### src/rtl/hazard_ctrl_if.sv
// rtl/hazard_ctrl_if.sv - pipeline hazard controller signal bundle
//
// Purpose: groups the pipeline-side status inputs and the hazard controls
// returned to the pipeline.
// Modports:
//   master - pipeline side: drives register/status fields, receives controls
//   slave  - hazard_ctrl side: reads register/status fields, drives controls
// Signals:
//   id_ex_mem_read, id_ex_reg_write, id_ex_rd   ID/EX load flag, write flag, dest
//   ex_mem_reg_write, ex_mem_rd                 EX/MEM write flag, dest
//   mem_wb_reg_write, mem_wb_rd                 MEM/WB write flag, dest
//   if_id_rs, if_id_rt                          IF/ID source registers
//   id_ex_rs, id_ex_rt                          ID/EX source registers
//   branch_taken                                taken branch/jump resolved in EX
//   stall, pc_write, if_id_write                bubble insert / update enables
//   if_id_flush, id_ex_flush                    squash pipeline registers
//   fwd_a, fwd_b                                EX operand select (00 RF, 10 EX/MEM, 01 MEM/WB)
interface hazard_ctrl_if #(
   parameter int REGADDR_WIDTH = 5
);
   logic                     id_ex_mem_read;
   logic                     id_ex_reg_write;
   logic [REGADDR_WIDTH-1:0] id_ex_rd;
   logic                     ex_mem_reg_write;
   logic [REGADDR_WIDTH-1:0] ex_mem_rd;
   logic                     mem_wb_reg_write;
   logic [REGADDR_WIDTH-1:0] mem_wb_rd;
   logic [REGADDR_WIDTH-1:0] if_id_rs;
   logic [REGADDR_WIDTH-1:0] if_id_rt;
   logic [REGADDR_WIDTH-1:0] id_ex_rs;
   logic [REGADDR_WIDTH-1:0] id_ex_rt;
   logic                     branch_taken;
   logic                     stall;
   logic                     pc_write;
   logic                     if_id_write;
   logic                     if_id_flush;
   logic                     id_ex_flush;
   logic [1:0]               fwd_a;
   logic [1:0]               fwd_b;

   modport master (
      output id_ex_mem_read, id_ex_reg_write, id_ex_rd,
             ex_mem_reg_write, ex_mem_rd, mem_wb_reg_write, mem_wb_rd,
             if_id_rs, if_id_rt, id_ex_rs, id_ex_rt, branch_taken,
      input  stall, pc_write, if_id_write, if_id_flush, id_ex_flush,
             fwd_a, fwd_b
   );

   modport slave (
      input  id_ex_mem_read, id_ex_reg_write, id_ex_rd,
             ex_mem_reg_write, ex_mem_rd, mem_wb_reg_write, mem_wb_rd,
             if_id_rs, if_id_rt, id_ex_rs, id_ex_rt, branch_taken,
      output stall, pc_write, if_id_write, if_id_flush, id_ex_flush,
             fwd_a, fwd_b
   );
endinterface

### src/rtl/hazard_ctrl.sv
// rtl/hazard_ctrl.sv - load-use stall, branch flush and forwarding control
//
// Purpose: detects load-use hazards and holds the front end for LOAD_STALL
// bubbles, squashes IF/ID and ID/EX on a taken branch, and selects EX operand
// forwarding sources.
// Configuration macro: HAZARD_CTRL_FWD_EN
//   defined   - fwd_a/fwd_b select EX/MEM (10) over MEM/WB (01) over RF (00)
//   undefined - no forwarding; RAW hazards on ID/EX or EX/MEM dests stall
// Ports:
//   clk - rising-edge clock
//   rst - synchronous active-high reset
//   hz  - hazard_ctrl_if.slave bundle (pipeline status in, controls out)
module hazard_ctrl #(
   parameter int REGADDR_WIDTH = 5,
   parameter int LOAD_STALL    = 1
) (
   input logic         clk,
   input logic         rst,
   hazard_ctrl_if.slave hz
);
   localparam logic [REGADDR_WIDTH-1:0] RZERO    = '0;
   localparam logic [3:0]               CNT_INIT = 4'(LOAD_STALL - 1);

   typedef enum logic {RUN, LSTALL} state_t;

   state_t     state_q, state_d;
   logic [3:0] cnt_q, cnt_d;

   logic       lu;
   logic       raw;
   logic [1:0] fwd_a_c, fwd_b_c;

   logic       stall_c, pc_write_c, if_id_write_c, flush_c;

   assign lu = hz.id_ex_mem_read && (hz.id_ex_rd != RZERO) &&
               ((hz.id_ex_rd == hz.if_id_rs) || (hz.id_ex_rd == hz.if_id_rt));

`ifdef HAZARD_CTRL_FWD_EN
   logic unused_rw;
   assign unused_rw = hz.id_ex_reg_write;
   assign raw       = 1'b0;

   always_comb begin
      fwd_a_c = 2'b00;
      fwd_b_c = 2'b00;
      if (hz.ex_mem_reg_write && (hz.ex_mem_rd != RZERO) && (hz.ex_mem_rd == hz.id_ex_rs))
         fwd_a_c = 2'b10;
      else if (hz.mem_wb_reg_write && (hz.mem_wb_rd != RZERO) && (hz.mem_wb_rd == hz.id_ex_rs))
         fwd_a_c = 2'b01;
      if (hz.ex_mem_reg_write && (hz.ex_mem_rd != RZERO) && (hz.ex_mem_rd == hz.id_ex_rt))
         fwd_b_c = 2'b10;
      else if (hz.mem_wb_reg_write && (hz.mem_wb_rd != RZERO) && (hz.mem_wb_rd == hz.id_ex_rt))
         fwd_b_c = 2'b01;
   end
`else
   logic unused_fwd;
   assign unused_fwd = ^{hz.mem_wb_reg_write, hz.mem_wb_rd, hz.id_ex_rs, hz.id_ex_rt};

   // Without forwarding, any in-flight writer of an IF/ID source must drain first.
   assign raw = (hz.id_ex_reg_write && (hz.id_ex_rd != RZERO) &&
                 ((hz.id_ex_rd == hz.if_id_rs) || (hz.id_ex_rd == hz.if_id_rt))) ||
                (hz.ex_mem_reg_write && (hz.ex_mem_rd != RZERO) &&
                 ((hz.ex_mem_rd == hz.if_id_rs) || (hz.ex_mem_rd == hz.if_id_rt)));
   assign fwd_a_c = 2'b00;
   assign fwd_b_c = 2'b00;
`endif

   always_ff @(posedge clk) begin
      if (rst) begin
         state_q <= RUN;
         cnt_q   <= 4'd0;
      end else begin
         state_q <= state_d;
         cnt_q   <= cnt_d;
      end
   end

   // The RUN cycle that detects the hazard is the first bubble, so LSTALL
   // only covers the remaining LOAD_STALL-1 bubbles.
   always_comb begin
      state_d = state_q;
      cnt_d   = cnt_q;
      case (state_q)
         RUN: begin
            if (lu && !hz.branch_taken && (LOAD_STALL > 1)) begin
               state_d = LSTALL;
               cnt_d   = CNT_INIT;
            end
         end
         LSTALL: begin
            if (hz.branch_taken) begin
               state_d = RUN;
               cnt_d   = 4'd0;
            end else begin
               cnt_d = cnt_q - 4'd1;
               if (cnt_q == 4'd1)
                  state_d = RUN;
            end
         end
         default: begin
            state_d = RUN;
            cnt_d   = 4'd0;
         end
      endcase
   end

   always_comb begin
      stall_c       = 1'b0;
      pc_write_c    = 1'b1;
      if_id_write_c = 1'b1;
      flush_c       = 1'b0;
      if (rst) begin
         stall_c = 1'b0;
      end else if (hz.branch_taken) begin
         flush_c = 1'b1;
      end else if ((state_q == LSTALL) || lu || raw) begin
         stall_c       = 1'b1;
         pc_write_c    = 1'b0;
         if_id_write_c = 1'b0;
      end
   end

   assign hz.stall       = stall_c;
   assign hz.pc_write    = pc_write_c;
   assign hz.if_id_write = if_id_write_c;
   assign hz.if_id_flush = flush_c;
   assign hz.id_ex_flush = flush_c;
   assign hz.fwd_a       = rst ? 2'b00 : fwd_a_c;
   assign hz.fwd_b       = rst ? 2'b00 : fwd_b_c;
endmodule

### src/flat_wrapper.sv
// flat-port wrapper written by rule: the top's interface ports become plain ports
module hazard_ctrl_flat 
#(
   parameter int REGADDR_WIDTH = 5,
   parameter int LOAD_STALL    = 1
)
  (clk, rst, hz_id_ex_mem_read, hz_id_ex_reg_write, hz_id_ex_rd, hz_ex_mem_reg_write, hz_ex_mem_rd, hz_mem_wb_reg_write, hz_mem_wb_rd, hz_if_id_rs, hz_if_id_rt, hz_id_ex_rs, hz_id_ex_rt, hz_branch_taken, hz_stall, hz_pc_write, hz_if_id_write, hz_if_id_flush, hz_id_ex_flush, hz_fwd_a, hz_fwd_b);
  hazard_ctrl_if #(.REGADDR_WIDTH(REGADDR_WIDTH)) hz_i ();
  input logic clk;
  input logic rst;
  input wire logic [$bits(hz_i.id_ex_mem_read)-1:0] hz_id_ex_mem_read;
  input wire logic [$bits(hz_i.id_ex_reg_write)-1:0] hz_id_ex_reg_write;
  input wire logic [$bits(hz_i.id_ex_rd)-1:0] hz_id_ex_rd;
  input wire logic [$bits(hz_i.ex_mem_reg_write)-1:0] hz_ex_mem_reg_write;
  input wire logic [$bits(hz_i.ex_mem_rd)-1:0] hz_ex_mem_rd;
  input wire logic [$bits(hz_i.mem_wb_reg_write)-1:0] hz_mem_wb_reg_write;
  input wire logic [$bits(hz_i.mem_wb_rd)-1:0] hz_mem_wb_rd;
  input wire logic [$bits(hz_i.if_id_rs)-1:0] hz_if_id_rs;
  input wire logic [$bits(hz_i.if_id_rt)-1:0] hz_if_id_rt;
  input wire logic [$bits(hz_i.id_ex_rs)-1:0] hz_id_ex_rs;
  input wire logic [$bits(hz_i.id_ex_rt)-1:0] hz_id_ex_rt;
  input wire logic [$bits(hz_i.branch_taken)-1:0] hz_branch_taken;
  output wire logic [$bits(hz_i.stall)-1:0] hz_stall;
  output wire logic [$bits(hz_i.pc_write)-1:0] hz_pc_write;
  output wire logic [$bits(hz_i.if_id_write)-1:0] hz_if_id_write;
  output wire logic [$bits(hz_i.if_id_flush)-1:0] hz_if_id_flush;
  output wire logic [$bits(hz_i.id_ex_flush)-1:0] hz_id_ex_flush;
  output wire logic [$bits(hz_i.fwd_a)-1:0] hz_fwd_a;
  output wire logic [$bits(hz_i.fwd_b)-1:0] hz_fwd_b;
  assign hz_i.id_ex_mem_read = hz_id_ex_mem_read;
  assign hz_i.id_ex_reg_write = hz_id_ex_reg_write;
  assign hz_i.id_ex_rd = hz_id_ex_rd;
  assign hz_i.ex_mem_reg_write = hz_ex_mem_reg_write;
  assign hz_i.ex_mem_rd = hz_ex_mem_rd;
  assign hz_i.mem_wb_reg_write = hz_mem_wb_reg_write;
  assign hz_i.mem_wb_rd = hz_mem_wb_rd;
  assign hz_i.if_id_rs = hz_if_id_rs;
  assign hz_i.if_id_rt = hz_if_id_rt;
  assign hz_i.id_ex_rs = hz_id_ex_rs;
  assign hz_i.id_ex_rt = hz_id_ex_rt;
  assign hz_i.branch_taken = hz_branch_taken;
  assign hz_stall = hz_i.stall;
  assign hz_pc_write = hz_i.pc_write;
  assign hz_if_id_write = hz_i.if_id_write;
  assign hz_if_id_flush = hz_i.if_id_flush;
  assign hz_id_ex_flush = hz_i.id_ex_flush;
  assign hz_fwd_a = hz_i.fwd_a;
  assign hz_fwd_b = hz_i.fwd_b;
  hazard_ctrl #(.REGADDR_WIDTH(REGADDR_WIDTH), .LOAD_STALL(LOAD_STALL)) u_core (.clk(clk), .rst(rst), .hz(hz_i));
endmodule
### config.mk
export PLATFORM = sky130hd
export DESIGN_NAME = hazard_ctrl_flat
export DESIGN_NICKNAME = d
export VERILOG_FILES = /design/src/rtl/hazard_ctrl_if.sv /design/src/rtl/hazard_ctrl.sv /design/src/flat_wrapper.sv
export SDC_FILE = /design/constraint.sdc
export NUM_CORES = 1
export LEC_CHECK = 0
export ABC_AREA = 0
export CAP_MARGIN = 20
export CORE_ASPECT_RATIO = 0.75
export CORE_MARGIN = 4
export CORE_UTILIZATION = 28
export DETAILED_ROUTE_END_ITERATION = 8
export PLACE_DENSITY_LB_ADDON = 0.08
export SYNTH_ARGS = -nofsm -noshare
export SYNTH_HDL_FRONTEND = slang
export SYNTH_SLANG_ARGS = --single-unit
### constraint.sdc
create_clock -name clk -period 1.35 [get_ports clk]
set_input_delay 0.2025 -clock clk [delete_from_list [all_inputs] [get_ports clk]]
set_output_delay 0.2025 -clock clk [all_outputs]
set_load 0.02 [all_outputs]
==> metrics.md <==
| Metric | Value |
|---|---|
| Pre-CTS setup slack | -1020 ps |
| Post-synthesis mux area share | 3.44% |
| Final Skew | between 4 and 5 ps |
| Initial Util | around a third |
| Setup WS post-layout | -163 ps |
| Hold_sp | u_core.cnt_q[3]$_SDFFE_PP0P_ |
| CTS max path bufs | 2 |
| Largest area contributor in the netlist | xnor2_1 |
| Critical Path, Cell by Cell | buf_6 -> or4_4 -> o22ai_2 -> a21oi_2 -> o21a_1 -> buf_6 |
| Cell family with most CP delay | simple AND/OR/NAND/NOR gates |
| H-tree depth | 1 |
| # clock sinks | 5 |
| Combinational share of power | between 40% and 50% |
| Final Non-Filler Cells | roughly 140 |
| Worst min-delay path class | register to register |
| Yosys reg bits | 5 |
| Final Hold Viols | 0 |
| Slew Viols, Final | 0 |
| Setup Viol. Count Final | 3 |
| Vias in the first global route | between 500 and 600 |
| CTS tree | done |
| R2R setup slack | approximately 270 ps |
| Psw | roughly 170 uW |
| I/O Buffers | 30 |
| Gr usage total | approximately 14% |
| Sequential area share after synthesis | between 10% and 20% |
| Max stage delay cell, worst path | or4_4 |
| Top cell type's share of synthesized area | a little over a fifth |
| Yosys cell types | 25 |
| EDFF count, synth | 0 |
| Fillers | around 200 |
| Max IR drop VDD | 0.406 mV |
| Area of the multi-input gates | between 500 and 600 sq um |
| Int Power | between 300 and 400 uW |
| Clock Latency Late Sink | around 240 ps |
| Flop pwr share | a little over a quarter |
| Worst setup SP type | primary input |
| WP data arrival | 1310 ps |
| Most frequent cells after synthesis | 14 x xnor2_1, 8 x nor2_1, 6 x buf_4, 6 x nand2_1, 6 x xor2_1 |
| Vias | 623 |
| Reg clk slew, reported paths | approximately 50 ps |
| Layout cells sized above 1 | between 40% and 50% |
| # hold bufs at CTS | 0 |
| Static Leak | between 0.0004 and 0.0005 uW |
| Top-count cell post-synth | xnor2_1 |
| Maximum fanout along the worst path | 3 |
| Largest net degree at the start of global routing | 8 |
| Largest family of logic cells by synthesized area | XOR/XNOR gates |
| Worst Hold End | u_core.cnt_q[3]$_SDFFE_PP0P_ |
| Reg2reg start | u_core.cnt_q[0]$_SDFFE_PP0P_ |
| Data required time of the worst path | ~1200 ps |
| Ys Warns | 0 |
| Die X | just over 60 um |
| WL final | ~1900 um |
| CP Class | primary input to output port |
| Residual DRC | 0 |
| Die Ht | approximately 47 um |
| Post-synthesis cell area | 582 sq um |
| Post-Synth XOR/XNOR Area | 30.1% |
| Cells after Synth | 76 |
| First-pass GRT wire length | roughly 2800 um |
| Boundary pin count | 51 |
| Critical Path End Type | output port |
| Min Hold Slack | between 400 and 500 ps |
| Vias per Instance | 4.48 |
| Clk pwr share | between 30% and 40% |
| Global route total overflow | 0 |
| Sw Share | a little over 30% |
| Fin crit period | approximately 1500 ps |
| Compound-cell area share of the yosys netlist | ~13% |
| Util after Layout | roughly 52% |
| Die area | approximately 2900 sq um |
| Fraction of the mapped netlist area in adder cells | about 4.3% |
| Most frequent cell on the critical path | buf_6 |
| RSZ-0062 raised after global routing | true |
| Placed Cells incl. Taps | ~140 |
| Initial antenna violation count | 0 |
| Wirelength per Cell | around 14 um |
| Max stage delay on crit path | roughly 520 ps |
| Area contributors post-synth | xnor2_1 21%, dfxtp_1 17%, xor2_1 9.0%, buf_4 7.7%, nor2_1 5.2% |
| Synth Area in Simple Gates | 21.9% |
| Area growth, synth to finish | 67.3% |
| R2R depth | 5 |
| Reg area | 100 sq um |
| Fmax | about 660 MHz |
| Ant diodes | 0 |
| TritonCTS Buffers | 3 |
| Core area | between 1500 and 2000 sq um |
| Reg2reg end | u_core.cnt_q[2]$_SDFFE_PP0P_ |
| Failing checks | setup timing |
| Root buffer cell | clkbuf_4 |
| Final #Nets | approximately 160 |
| Row count | 13 |
| Placer Congestion | between 0.8 and 0.9 |
| 1st-pass router iterations | 4 |
| ANT nets after route | 0 |
| Power Density | approximately 570 nW/um^2 |
| Ys async rst share | 0% |
| CP Buf/Inv Count | 2 |
| Final period util | 112% |
| Synth Area per Inst | approximately 7.7 sq um |
| Outcome | finished, violations left |
| Max Cap Violations | 0 |
| Setup bufs post-CTS | 0 |
| DRT iter0 DRCs | 6 |
| Worst hold path stage count | 2 |
| Prevailing post-synth register cell | dfxtp_1 |
## final cells by class
cell class	instances	share of cell area [%]
repair buffers	41	31.9
clock buffers	4	2.70
well taps	22	2.83
inverters	2	0.771
flip-flops and latches	5	10.3
multi-input cells	65	51.5
## per-layer routing
metal  share of wire [%]  GRT usage (%)
met5                   0              0
met2                  45           22.0
met3                 8.6           5.66
met1                  46           18.4
met4                   0           3.46
## worst register-to-register path, cell delays in order, from the launching register on
cell and delay [ps]:
dfxtp_1 410, inv_1 70, ha_1 200, nor4bb_1 140, a21oi_1 110, nor2_1 50
## cells in the final DEF, fill, tap and decap left out, types with 4 or more instances in the layout
master,count
clkdlybuf4s50_1,5
buf_2,11
xor2_1,6
dfxtp_1,5
nand3_1,4
conb_1,4
buf_6,5
nor2_1,8
nand2_1,6
buf_4,11
clkbuf_2,6
xnor2_1,11
## state kept, by name, summed over array words and instances (netlist names)
| name | flops |
|---|---|
| u_core.cnt_q | 4 |
| u_core.state_q | 1 |
## power by group through the flow
stage               Combinational [uW]  Sequential (uW)  Clock, uW
floorplan                          104              151          0
global placement                   234              151          0
detailed placement                 234              151          0
CTS                                224              148        184
global route                       249              148        201
finish                             233              148        175
## cells by family after synthesis
logic type / Yosys count
other: 1
muxes: 2
adders and majority gates: 2
and+or+nand+nor: 26
AOI/OAI and AO/OA: 11
buffers and inverters: 9
DFF: 5
xor gates and xnor gates: 20
## through the flow
stage / TNS, ps / cell area, sq um / total power (uW)
final: -476 / 973 / 556
after global routing: -602 / 973 / 598
after CTS: -551 / 990 / 556
after detailed placement: -3810 / 966 / 385
after global placement: -3770 / 966 / 384
after floorplan: -122 / 608 / 254
## worst max-delay path by stage
stage | startpoint | endpoint | depth (start not counted)
final | hz_id_ex_rd[1] | hz_stall | 6
after global placement | hz_ex_mem_rd[0] | hz_stall | 7
after detailed placement | hz_id_ex_rd[2] | hz_stall | 7
after CTS | hz_id_ex_rd[2] | hz_stall | 6
after global routing | hz_id_ex_rd[1] | hz_pc_write | 6
after floorplan | hz_id_ex_rd[1] | hz_pc_write | 5
## timing repair
item,in CTS,in global routing
endpoints found under the setup margin,5,3
resized for setup,87,26
pin swaps,10,16
No activity file was read; power rests on OpenSTA's default activity.
